--- src/rtl/iob_serializer.sv ---
// iob_serializer: parallel-to-serial output serializer for a tristate pad.
// Accepts WIDTH-bit words over a valid/ready handshake and shifts them out
// one bit per clock on O with T=0. Between words the pad is released to
// IDLE_O / IDLE_T. Back-to-back words stream with no gap bit.
//
// Handshake: a word transfers on a rising CLK edge where D_VALID and D_READY
// are both high. D_READY is combinational, high in IDLE or on the final bit
// of a word, and low while RSTN is low. D_VALID may drop or change without a
// transfer; D is only looked at on the transferring edge.
module iob_serializer #(
  parameter int   WIDTH     = 4,
  parameter bit   LSB_FIRST = 1'b1,
  parameter logic IDLE_O    = 1'b1,
  parameter logic IDLE_T    = 1'b1
) (
  input  logic             CLK,
  input  logic             RSTN,
  input  logic [WIDTH-1:0] D,
  input  logic             D_VALID,
  output logic             D_READY,
  output logic             O,
  output logic             T,
  output logic             FRAME,
  output logic             BUSY
);

  localparam int CW = $clog2(WIDTH);
  localparam logic [CW-1:0] LAST = CW'(WIDTH - 1);

  typedef enum logic {
    IDLE  = 1'b0,
    SHIFT = 1'b1
  } state_t;

  state_t           state_q, state_d;
  logic [CW-1:0]    cnt_q, cnt_d;
  logic [WIDTH-1:0] sr_q, sr_d;
  logic             o_q, o_d;
  logic             t_q, t_d;
  logic             frame_q, frame_d;
  logic             last_bit;
  logic             accept;

  // The shift register holds the bits not yet presented; the presented bit
  // lives in o_q, so loading already consumes the first bit of the word.
  assign last_bit = (cnt_q == LAST);
  assign D_READY  = RSTN & ((state_q == IDLE) | last_bit);
  assign accept   = D_VALID & D_READY;

  // Next-state and next-output decode; load beats shift, shift beats release.
  always_comb begin
    state_d = state_q;
    cnt_d   = cnt_q;
    sr_d    = sr_q;
    o_d     = o_q;
    t_d     = t_q;
    frame_d = 1'b0;
    if (accept) begin
      state_d = SHIFT;
      cnt_d   = '0;
      sr_d    = LSB_FIRST ? (D >> 1) : (D << 1);
      o_d     = LSB_FIRST ? D[0] : D[WIDTH-1];
      t_d     = 1'b0;
      frame_d = 1'b1;
    end else if ((state_q == SHIFT) && !last_bit) begin
      cnt_d   = cnt_q + 1'b1;
      sr_d    = LSB_FIRST ? (sr_q >> 1) : (sr_q << 1);
      o_d     = LSB_FIRST ? sr_q[0] : sr_q[WIDTH-1];
      t_d     = 1'b0;
    end else begin
      state_d = IDLE;
      cnt_d   = '0;
      o_d     = IDLE_O;
      t_d     = IDLE_T;
    end
  end

  // State and registered pad outputs; reset releases the pad at once.
  always_ff @(posedge CLK or negedge RSTN) begin
    if (!RSTN) begin
      state_q <= IDLE;
      cnt_q   <= '0;
      sr_q    <= '0;
      o_q     <= IDLE_O;
      t_q     <= IDLE_T;
      frame_q <= 1'b0;
    end else begin
      state_q <= state_d;
      cnt_q   <= cnt_d;
      sr_q    <= sr_d;
      o_q     <= o_d;
      t_q     <= t_d;
      frame_q <= frame_d;
    end
  end

  assign O     = o_q;
  assign T     = t_q;
  assign FRAME = frame_q;
  assign BUSY  = ~t_q;

endmodule

--- config.mk ---
export PLATFORM = sky130hd
export DESIGN_NAME = iob_serializer
export DESIGN_NICKNAME = d
export VERILOG_FILES = /design/src/rtl/iob_serializer.sv
export SDC_FILE = /design/constraint.sdc
export NUM_CORES = 1
export LEC_CHECK = 0
export ABC_CLOCK_PERIOD_IN_PS = 1700
export CAP_MARGIN = 20
export CORE_MARGIN = 3
export CORE_UTILIZATION = 30
export CTS_CLUSTER_DIAMETER = 60
export DETAILED_ROUTE_END_ITERATION = 8
export PLACE_DENSITY_LB_ADDON = 0.08
export SKIP_CTS_REPAIR_TIMING = 1
export SLEW_MARGIN = 25
export SYNTH_ARGS = -nofsm -noshare
export SYNTH_HDL_FRONTEND = slang
export SYNTH_SLANG_ARGS = --single-unit
--- constraint.sdc ---
create_clock -name CLK -period 1.7 [get_ports CLK]
set_input_delay 0.34 -clock CLK [delete_from_list [all_inputs] [get_ports CLK]]
set_output_delay 0.34 -clock CLK [all_outputs]
set_load 0.01 [all_outputs]
==> summary.md <==
| Metric | Value |
|---|---|
| HPWL after DPL | `roughly 530 microns` |
| Seq. cell area | `228 sq um` |
| Post-Route Setup TNS | `0 ps` |
| Post-Syn Nets | `43` |
| Starting density of the core | `0.337` |
| Placed cell area | `534 sq um` |
| Initial antenna violation count | `0` |
| Die width | `42.2 microns` |
| Ports | `12` |
| Final ANT Viol Nets | `0` |
| Die H | `42.2 microns` |
| Arrival time worst endpoint | `1310 ps` |
| DRT Wirelength | `837 microns` |
| Delay-heaviest family, CP | `flip-flops` |
| Via count | `between 300 and 400` |
| Syn_area_per_cell | `11.3 sq um` |
| First-pass GRT wire length | `1370 microns` |
| Status | `finished, final reports clean` |
| Final Util | `0.496` |
| Max clock buf depth | `2` |
| Drt drc | `0` |
| Cell Count, Final, Fillers Out | `66` |
| Most frequent cells in the layout | `10 x clkdlybuf4s50_1, 7 x dfrtp_1, 4 x buf_4` |
| Pins Over Slew Limit | `0` |
| # placed instances | `61` |
| H-tree levels | `1` |
| Unrepaired setup endpoints after global routing | `no` |
| Clk_lat worst skew | `~260 ps` |
| Total track usage | `0.104` |
| Number of global-route vias before repair | `335` |
| DIE AREA | `around 1800 sq um` |
| Yosys cell types | `17` |
| Nets | `between 60 and 70` |
| Crit end category | `output port` |
| Root buf cell | `clkbuf_4` |
| Worst Path Buf+Inv | `1` |
| Min Tclk post-route | `1650 ps` |
| Routed wire per std cell | `roughly 13 microns` |
| Min-delay worst type | `input pin to async pin` |
| Sink Count | `9` |
| Internal power | `0.671 mW` |
| Diode count | `0` |
| Router iterations before antenna repair | `2` |
| Core Footprint | `between 1000 and 1500 sq um` |
| I/O Buffers | `11` |
| CP Max Fanout | `2` |
| CTS buffer count | `3` |
| Mapped cell area | `394 sq um` |
| Rows | `12` |
| Fillers | `120` |
| Worst-path cell chain | `clkdlybuf4s50_1` |
| Commonest non-fill, non-tap cell in the layout | `clkdlybuf4s50_1` |
| Power Dens Cells | `1670 nW/um^2` |
| Multi-input logic area | `163 sq um` |
| Slowest-stage cell, CP | `dfstp_2` |
| Flop pwr share | `0.383` |
| Logic gate share of total power | `0.446` |
| Slew HR | `0.755` |
| Critical path type | `register to output port` |
| Clk slew on worst S/H paths | `around 60 ps` |
| Final hold viol count | `0` |
| Largest net degree at the start of global routing | `18` |
| Total power | `0.971 mW` |
| Worst slew pin tran | `approximately 370 ps` |
| Clock power share | `0.171` |
| Initial drt markers | `5` |
| Peak supply drop | `0.700 mV` |
| Max-cap viol count | `0` |
| Final Skew | `1.53 ps` |
| Slowest stage delay, CP | `530 ps` |
| Switching power | `about 0.30 mW` |
| Fmax | `about 610 MHz` |
| Yosys warns | `0` |
| Final GP Congestion | `about 0.77` |
| Share of cells above drive strength 1 | `0.269` |
| Clock tree from TritonCTS | `yes` |
| CP Launch Type | `register` |
| Register area share after synthesis | `0.578` |
| Overflow after GRT | `0` |
| Finished Cell Area | `581 sq um` |
| Vias per inst | `4.73` |
| Post-Syn Instances | `35` |
| Setup WS pre-CTS | `-115 ps` |
| Switch share | `0.309` |
| Worst setup margin | `roughly 52 ps` |
| Area Growth Syn to Fin | `47.3%` |
| # setup viols final | `0` |
| CP Data Required Time | `1360 ps` |
| Synth Register Bits | `9` |
| P_leak | `between 0.2 and 0.3 nW` |
| Period utilization | `0.970` |
| Worst hold margin | `423 ps` |
## state kept, by name, indices dropped and copies added (netlist names)
register / cells
state_q: 1
O: 1
T: 1
sr_q: 3
cnt_q: 2
FRAME: 1
## final cells by class
class,instances,share of cell area
clock buffers,4,0.0453
flip-flops and latches,9,0.392
multi-input cells,23,0.280
repair buffers,15,0.246
inverters,1,0.00647
well taps,14,0.0302
## cell usage after synthesis, drive strengths merged
master	count	share of area
dfrtp	7	0.44
nand2b	1	0.016
nor2	2	0.019
nor2b	1	0.016
and2	2	0.032
inv	1	0.0095
nor3b	2	0.038
o31a	1	0.022
dfstp	2	0.13
a21oi	2	0.025
ha	1	0.032
nand3	3	0.038
buf	2	0.025
a21bo	3	0.076
or3b	1	0.022
nand2	2	0.019
a31oi	2	0.032
## final timing paths
kind | start | endpoint | slack (ps) | cells after the start
max | T | T | 50 | 1
min | RSTN | sr_q[0] | 420 | 2
max reg2reg | cnt_q[0] | O | 410 | 4
min reg2reg | sr_q[1] | sr_q[0] | 550 | 2
max in group asynchronous | RSTN | O | 1040 | 2
min in group CLK | sr_q[1] | sr_q[0] | 550 | 2
## metal layers
metal  share of wire  vias up  wire [microns]  GRT usage
met5               0        -               0          0
met4               0        0               0     0.0745
met3           0.050        0              42     0.0386
met2            0.52        8             438      0.164
met1            0.43      149             357      0.112
li1                -      155               -          -
## power by group through the flow
stage	sequential [mW]	combinational (mW)	clock (mW)
after global placement	0.359	0.397	0
after detailed placement	0.362	0.393	0
after floorplan	0.368	0.207	0
after CTS	0.357	0.397	0.176
after global routing	0.378	0.470	0.189
final	0.372	0.433	0.166
## kinds of logic after synthesis
| logic type | Yosys count | share of synthesized area |
|---|---|---|
| simple gates | 14 | 0.200 |
| flops | 9 | 0.578 |
| compound gates | 8 | 0.156 |
| buf+inv | 3 | 0.0349 |
| fa+ha+maj | 1 | 0.0317 |
(Power assumes the default switching activity.)
